## src/rtl/dmem_responder_pkg.sv

```systemverilog
// Shared types, state encodings and defaults for the data-memory responder.
// Imported by the responder top level and its RAM array.
package dmem_responder_pkg;

    localparam int XLEN = 32;

    localparam logic [XLEN-1:0] DMR_TOHOST_ADDR = 32'h0000_0064;

    typedef enum logic [1:0] {
        DMR_IDLE = 2'd0,
        DMR_WAIT = 2'd1,
        DMR_RESP = 2'd2
    } dmr_state_e;

    typedef struct packed {
        logic            write;
        logic [XLEN-1:0] addr;
        logic [XLEN-1:0] wdata;
        logic [XLEN-1:0] mask;
    } dmr_req_t;

    function automatic logic [XLEN-1:0] dmr_merge(
        input logic [XLEN-1:0] old,
        input logic [XLEN-1:0] wdata,
        input logic [XLEN-1:0] mask
    );
        return (old & ~mask) | (wdata & mask);
    endfunction

endpackage

```

## src/rtl/dmem_ram_array.sv

```systemverilog
// Data RAM: synchronous bit-masked write, asynchronous read, no reset.
// Contents are held across reset.
module dmem_ram_array
    import dmem_responder_pkg::*;
#(
    parameter int DEPTH_WORDS = 64,
    parameter     INIT_FILE   = "",
    localparam int AW = (DEPTH_WORDS > 1) ? $clog2(DEPTH_WORDS) : 1
) (
    input  logic            clk,
    input  logic            we,
    input  logic [AW-1:0]   idx,
    input  logic [XLEN-1:0] wdata,
    input  logic [XLEN-1:0] mask,
    output logic [XLEN-1:0] rdata
);

    logic [XLEN-1:0] mem [DEPTH_WORDS];

    always_ff @(posedge clk) begin
        if (we) begin
            mem[idx] <= dmr_merge(mem[idx], wdata, mask);
        end
    end

    assign rdata = mem[idx];

endmodule

```

## src/rtl/dmem_responder.sv

```systemverilog
// Data-memory responder: valid/ready request port, programmable wait
// states, one-cycle response beat, data RAM and a tohost register.
module dmem_responder
    import dmem_responder_pkg::*;
#(
    parameter int              DEPTH_WORDS = 64,
    parameter int              LATENCY     = 0,
    parameter logic [XLEN-1:0] TOHOST_ADDR = DMR_TOHOST_ADDR,
    parameter                  INIT_FILE   = ""
) (
    input  logic            clk,
    input  logic            reset,
    input  logic            req_valid,
    output logic            req_ready,
    input  logic            req_write,
    input  logic [XLEN-1:0] req_addr,
    input  logic [XLEN-1:0] req_wdata,
    input  logic [XLEN-1:0] req_mask,
    output logic            rsp_valid,
    output logic [XLEN-1:0] rsp_rdata,
    output logic            rsp_err,
    output logic [XLEN-1:0] tohost,
    output logic            tohost_valid
);

    localparam int AW = (DEPTH_WORDS > 1) ? $clog2(DEPTH_WORDS) : 1;
    localparam logic [XLEN-3:0] DEPTH_IDX = (XLEN-2)'(DEPTH_WORDS);

    if (LATENCY < 0 || LATENCY > 15) begin : g_bad_latency
        $error("dmem_responder: LATENCY must be in 0..15");
    end

    dmr_state_e      state_q;
    dmr_state_e      state_d;
    logic [3:0]      cnt_q;
    dmr_req_t        req_q;
    logic            accept;
    logic            commit;
    logic            misaligned;
    logic            hit_tohost;
    logic            in_range;
    logic            fault;
    logic            load_th;
    logic            load_ram;
    logic            ram_we;
    logic [XLEN-1:0] ram_rdata;
    logic [XLEN-1:0] load_data;

    assign accept = (state_q == DMR_IDLE) && req_valid;
    // The access commits on the edge that enters RESP.
    assign commit = (state_q == DMR_WAIT) && (cnt_q == 4'd0);

    assign misaligned = |req_q.addr[1:0];
    assign hit_tohost = (req_q.addr == TOHOST_ADDR) && !misaligned;
    assign in_range   = req_q.addr[XLEN-1:2] < DEPTH_IDX;
    assign fault      = misaligned || (!in_range && !hit_tohost);

    assign load_th  = !fault && !req_q.write && hit_tohost;
    assign load_ram = !fault && !req_q.write && !hit_tohost;
    assign ram_we   = commit && !reset && req_q.write
                    && !fault && !hit_tohost;

    dmem_ram_array #(
        .DEPTH_WORDS (DEPTH_WORDS),
        .INIT_FILE   (INIT_FILE)
    ) u_ram (
        .clk   (clk),
        .we    (ram_we),
        .idx   (req_q.addr[AW+1:2]),
        .wdata (req_q.wdata),
        .mask  (req_q.mask),
        .rdata (ram_rdata)
    );

    always_comb begin
        load_data = '0;
        unique case (1'b1)
            load_th:  load_data = tohost;
            load_ram: load_data = ram_rdata;
            default:  load_data = '0;
        endcase
    end

    always_ff @(posedge clk or posedge reset) begin
        if (reset) begin
            state_q <= DMR_IDLE;
        end else begin
            state_q <= state_d;
        end
    end

    always_comb begin
        state_d = state_q;
        unique case (state_q)
            DMR_IDLE: if (accept) state_d = DMR_WAIT;
            DMR_WAIT: if (cnt_q == 4'd0) state_d = DMR_RESP;
            DMR_RESP: state_d = DMR_IDLE;
            default:  state_d = DMR_IDLE;
        endcase
    end

    always_comb begin
        req_ready = (state_q == DMR_IDLE);
        rsp_valid = (state_q == DMR_RESP);
    end

    always_ff @(posedge clk or posedge reset) begin
        if (reset) begin
            cnt_q        <= '0;
            req_q        <= '0;
            rsp_rdata    <= '0;
            rsp_err      <= 1'b0;
            tohost       <= '0;
            tohost_valid <= 1'b0;
        end else begin
            if (accept) begin
                cnt_q <= 4'(LATENCY);
                req_q <= '{req_write, req_addr, req_wdata, req_mask};
            end else if (state_q == DMR_WAIT && cnt_q != 4'd0) begin
                cnt_q <= cnt_q - 4'd1;
            end
            if (commit) begin
                rsp_rdata <= load_data;
                rsp_err   <= fault;
            end else begin
                rsp_rdata <= '0;
                rsp_err   <= 1'b0;
            end
            if (commit && req_q.write && hit_tohost) begin
                tohost       <= dmr_merge(tohost, req_q.wdata, req_q.mask);
                tohost_valid <= 1'b1;
            end
        end
    end

endmodule

```

## config.mk

```make
export PLATFORM = sky130hd
export DESIGN_NAME = dmem_responder
export DESIGN_NICKNAME = d
export VERILOG_FILES = /design/src/rtl/dmem_responder_pkg.sv /design/src/rtl/dmem_ram_array.sv /design/src/rtl/dmem_responder.sv
export SDC_FILE = /design/constraint.sdc
export NUM_CORES = 2
export LEC_CHECK = 0
export ABC_CLOCK_PERIOD_IN_PS = 8510
export BUFFER_PORTS_ARGS = -buffer_cell sky130_fd_sc_hd__buf_2
export CORE_MARGIN = 8
export CORE_UTILIZATION = 60
export CTS_CLUSTER_DIAMETER = 100
export DETAILED_ROUTE_END_ITERATION = 6
export PLACE_DENSITY_LB_ADDON = 0.15
export SKIP_CTS_REPAIR_TIMING = 1
export SLEW_MARGIN = 20
export SYNTH_ARGS = -nofsm -noshare
export SYNTH_HDL_FRONTEND = slang
export SYNTH_SLANG_ARGS = --single-unit
```

## constraint.sdc

```tcl
create_clock -name clk -period 8.51 [get_ports clk]
set_clock_uncertainty 0.15 [all_clocks]
set_input_delay 0.4255 -clock clk [delete_from_list [all_inputs] [get_ports clk]]
set_output_delay 0.4255 -clock clk [all_outputs]
set_load 0.05 [all_outputs]
```

======== Word level (Yosys, flattened, before mapping) ========
Memories as Yosys holds them, arrays and structs flattened.
Cells that the tools add are included.
word-level totals
  memories kept ........................... 1
  RAM bits ................................ 2048
  output and inout port bits .............. 68
  register bits after elaboration ......... 169
  bits of input ports ..................... 100
  word-level logic and storage cells ...... 61
cells by class
  magnitude comparators ................... 1
  bitwise operators ....................... 6
  muxes and demuxes ....................... 10
  reductions and logical operators ........ 27
  $add $sub $neg .......................... 1
  equal/unequal tests ..................... 5
memories
  memory     depth  width  rd ports  clocked after memory_dff  wr ports  RTL line              text
  u_ram.mem  64     32     1         0                         1         dmem_ram_array.sv:18  logic [XLEN-1:0] mem [DEPTH_WORDS];
operator list
  kind                                                         number
  bitwise AND 32 bit                                           3
  bitwise OR 32 bit                                            2
  one-hot mux 32 bit (2 select lines)                          1
  == test 32 x 7 -> 1 bit, second input constant               1
  2-to-1 mux 32 bit                                            1
  NOT 32 bit                                                   1
  less-than comparator 30 x 7 -> 1 bit, second input constant  1
  logical AND 1 bit                                            14
  2-to-1 mux 4 bit                                             2
  logical NOT 1 bit                                            6
  logical NOT 4 bit                                            1
  2-to-1 mux 2 bit                                             2
  inequality test 2 x 1 -> 1 bit, second input constant        2
  one-hot mux 2 bit (2 select lines)                           1
  nonzero test 4 bit                                           1
  subtractor 4 x 1 -> 4 bit, second input constant             1
  2-to-1 mux 1 bit                                             3
  == test 2 x 1 -> 1 bit, second input constant                1
  == test 2 bit, second input constant                         1
  logical NOT 2 bit                                            1
  AND reduction 2 bit                                          1
  nonzero test 2 bit                                           1
  OR reduction 2 bit                                           1
  logical OR 1 bit                                             1

======== Logic depth before layout (Yosys ltp) ========
  depth after elaboration ................. 11
  depth in mapped cells ................... 11
  depth with buffers taken out ............ 8

======== By module ========
A second synthesis with hierarchy kept.
second synthesis, totals
  cells, all modules ...................... 5396
  area, all modules ....................... 86714.4 µm²
by module, submodules not included
  module          instances  cells an instance  area each (µm²)  sequential area each (µm²)
  dmem_ram_array  1          4653               79741.5          61499.0
  dmem_responder  1          743                6972.9           4229.1

======== Least setup slack after synthesis ========
No wires, ideal clock.
  path type ............................... input port to flip-flop
  start point ............................. input port reset
  end point ............................... memory u_ram.mem[0][0] (enable)
  slack ................................... 1633 ps
  stages on the path ...................... 5
  arrival time ............................ 6306 ps
  buffers on the path ..................... 0
  required time ........................... 7939 ps
  library setup time ...................... 421 ps
  cells stage by stage .................... inv_1 nand2_1 nor4b_1 nand2_1 nor2_1
between the ends
  longest elaborated chain between the ends .. 7
ends and longest elaborated chain
  what                                    RTL line              text
  start, declared                         dmem_responder.sv:12  input logic reset,
  logical NOT 1 bit (no source line)      -
  logical AND 1 bit (2 in a row)          dmem_responder.sv:60  assign ram_we = commit && !reset && req_q.write
  logical AND 1 bit (2 in a row)          dmem_responder.sv:61  && !fault && !hit_tohost;
  2-to-1 mux 1 bit                        dmem_ram_array.sv:21  if (we) begin
  2-to-1 mux 1 bit (implied by the code)  dmem_ram_array.sv:22  mem[idx] <= dmr_merge(mem[idx], wdata, mask);
  end, declared                           dmem_ram_array.sv:18
No other way between the ends.

======== Worst setup path after layout ========
  start point ............................. register req_q[67] (netlist name)
  end point ............................... memory u_ram.mem[22][24] (data pin)
between the ends
  longest elaborated chain between the ends .. 3
ends and longest elaborated chain
  what                    RTL line                  text
  start, declared         dmem_responder.sv:36      dmr_req_t req_q;
  start signal, assigned  dmem_responder.sv:118     req_q <= '{req_write, req_addr, req_wdata, req_mask};
  memory (64 x 32 bit)    -
  bitwise AND 32 bit      dmem_responder_pkg.sv:27  return (old & ~mask) | (wdata & mask);
  bitwise OR 32 bit       dmem_responder_pkg.sv:27
No other way between the ends.

==> results.ini <==
[outcome]
status = finished with violations
violations = hold timing

[timing]
fin_ws_ps = 2720
clock.fmax_ghz = 0.173
setup_violations = 0
hold_viol_final = 1
post-route-period-util_pct = 68.0
maxSlewHeadroom_pct = 22.6
finalSetupTns_ps = 0
finalCriticalPeriod_ps = 5790
worstMarginPinSlew_ps = 1160
drv_slew = 0
rsz0062_at_grt = no
hold_ws_ps = -22.6

[yosys]
ys_types = 70
avgSynthCellArea_sq_um = 16.6
syn-instance-count = 5195
yosys_warnings = 0
synthFlopType = edfxtp_1
synth_edf_count = 2048
synth-async-reset-ratio_pct = 7.62
ys_ff_latch = 2217
netlist_area_sq_um = 86100
seq_area_frac_synth_pct = 76.4

[global_routing]
gr-total-overflow = 0
grt_use_total_pct = 30.0
grt_pass1_wl_um = 344000
antenna_found_initial = 14
grt_pass1_vias = 48800
grt_max_degree = 146

[pwr]
p_leak_nw = 33.7
power_mw = 30.0
peakVddDrop_uv = 276
pwr_density_cell_nw_per_um2 = 307

[floorplan]
die_area_sq_um = 156000
num_rows = 139
die_y_um = 395
ios = 168
initial_utilization_pct = 60.2
die_w_um = 395
core-area_sq_um = 143000

[drt]
wl_um = 243000
viasPerCell = 6.74
dr.pass1.iters = 6
routedWlPerCell_um = 32.0
antenna_left = 0
drc = 0
drtIter0Drc = 6630
vias = 51100

[clock_tree]
cts_tree = built
cts_buffers = 213
clock_latency_ps = 830
path_clk_slew_ps = 60
cts-root-buf = clkbuf_16
cts.sinks = 2217
htreeDepth = 4
clockBufferDepth = 3

[place]
gp_congestion = 0.849
dpl_worst_slack_ps = 2890
port_buffers = 167
place_hpwl_um = 127000
place_inst = 7075

[final_layout]
drive_above_1_share_pct = 13.9
synthToLayoutAreaGrowth_pct = 13.3
fin_util_pct = 68.2
layoutNonFillerInstCount = 7574
final_common_cell = edfxtp_1
filler_cell_count = 9267
fin_nets = 5584
most-common-layout-cells = 2048 x edfxtp_1, 506 x mux2i_1, 455 x nand2_1

[critical_path]
critical_path_required_ps = 8870
worst-setup-path-type = reg2reg
critPathArrivalTime_ps = 6150
crit_path_end_kind = flip-flop
critPathMaxFanout = 118
crit_path_start_kind = flip-flop
rrSetupSlack_ps = 2720

[worst_hold_path]
hold_path.class = in2reg

[run]
drv_cap = 0

## critical path: stages, from the launching register on
cell       delay (ps)
dfrtp_4           870
nand2b_4          290
buf_12            620
buf_4             910
o22ai_1           180
o31ai_1           340
o2111ai_1         270
nor4bb_2          940
mux2i_4           360
buf_4             400
## cells by family (layout without fill, tap and decap cells)
| kind of cell | after synthesis | after routing | share of synthesized area [%] |
|---|---|---|---|
| xor+xnor | 2 | 2 | 0.0204 |
| mux | 586 | 586 | 7.05 |
| other cells | 1 | 44 | 0.00436 |
| buf+inv | 577 | 1010 | 3.04 |
| compound gates | 1127 | 1127 | 9.98 |
| simple gates | 684 | 684 | 3.50 |
| fa+ha+maj | 1 | 1 | 0.0145 |
| flops | 2217 | 2217 | 76.4 |
## cell usage after synthesis, drive strengths merged (2+ instances only)
cell type / number / area share, %
dfrtp: 169 / 4.9
nor3b: 2 / 0.023
nand3: 5 / 0.029
nor2: 136 / 0.60
a31oi: 3 / 0.022
buf: 204 / 1.4
a22oi: 4 / 0.035
o2bb2ai: 28 / 0.28
nor2b: 8 / 0.058
and3: 4 / 0.029
clkbuf: 162 / 0.71
and4bb: 21 / 0.31
o31ai: 87 / 0.76
a22o: 5 / 0.051
nand4: 4 / 0.029
o221ai: 2 / 0.020
nand2: 458 / 2.0
o2111ai: 28 / 0.28
and2: 5 / 0.036
mux2i: 534 / 6.2
inv: 211 / 0.92
nor4bb: 6 / 0.099
a21oi: 86 / 0.50
o21ai: 101 / 0.59
and3b: 2 / 0.020
or3: 2 / 0.015
o22a: 6 / 0.061
a221o: 168 / 2.0
o22ai: 274 / 2.0
edfxtp: 2048 / 71
o32ai: 176 / 1.8
a221oi: 154 / 1.6
and4: 2 / 0.020
nand2b: 6 / 0.044
nor4: 8 / 0.065
or3b: 2 / 0.020
nor3: 4 / 0.029
mux4: 12 / 0.31
or2: 5 / 0.036
mux2: 40 / 0.53
## sequential cells by signal, indices dropped and copies added (netlist names), named ones only
name	cells
u_ram.mem	2048
cnt_q	4
state_q	2
req_q	97
rsp_err	1
rsp_rdata	32
tohost_valid	1
## per-stage QoR
step	area, sq um	hold slack, ps
3_5_place_dp	89700	301
4_1_cts	96500	-481
3_3_place_gp	89700	297
6_report	97500	-22.6
2_1_floorplan	86200	296
5_1_grt	97500	31.1
## per-layer routing
layer	GRT usage (%)	wire length, um
met4	12.0	11100
met3	7.00	26900
met2	46.8	113000
met5	0	27
met1	41.4	91700
## where the power goes
| group | switching, mW | internal (mW) |
|---|---|---|
| Sequential | 0.237 | 14.1 |
| Clock | 3.95 | 5.32 |
| Combinational | 4.72 | 1.64 |
| Total | 8.91 | 21.1 |
## area by class of cell
| class | instances | area [sq um] | share of cell area [%] |
|---|---|---|---|
| inverters | 211 | 802 | 0.822 |
| multi-input cells | 2432 | 18800 | 19.2 |
| flip-flops and latches | 2217 | 65700 | 67.4 |
| well taps | 1903 | 2380 | 2.44 |
| diodes | 12 | 30.0 | 0.0308 |
| clock buffers | 271 | 5750 | 5.89 |
| clock inverters | 120 | 1080 | 1.11 |
| repair buffers | 408 | 3010 | 3.09 |
## worst paths after layout
kind / to / from / depth (start not counted)
hold reg to reg: req_q[88]$_DFFE_PP0P_ / req_q[88]$_DFFE_PP0P_ / 2
setup reg to reg: u_ram.mem[22][24]$_DFFE_PP_ / req_q[67]$_DFFE_PP0P_ / 9
min in group asynchronous: req_q[86]$_DFFE_PP0P_ / reset / 3
setup / recovery: u_ram.mem[22][24]$_DFFE_PP_ / req_q[67]$_DFFE_PP0P_ / 9
max in group asynchronous: async pin / reset / 5
hold / removal: req_q[67]$_DFFE_PP0P_ / req_addr[3] / 3
(Power assumes the default switching activity.)
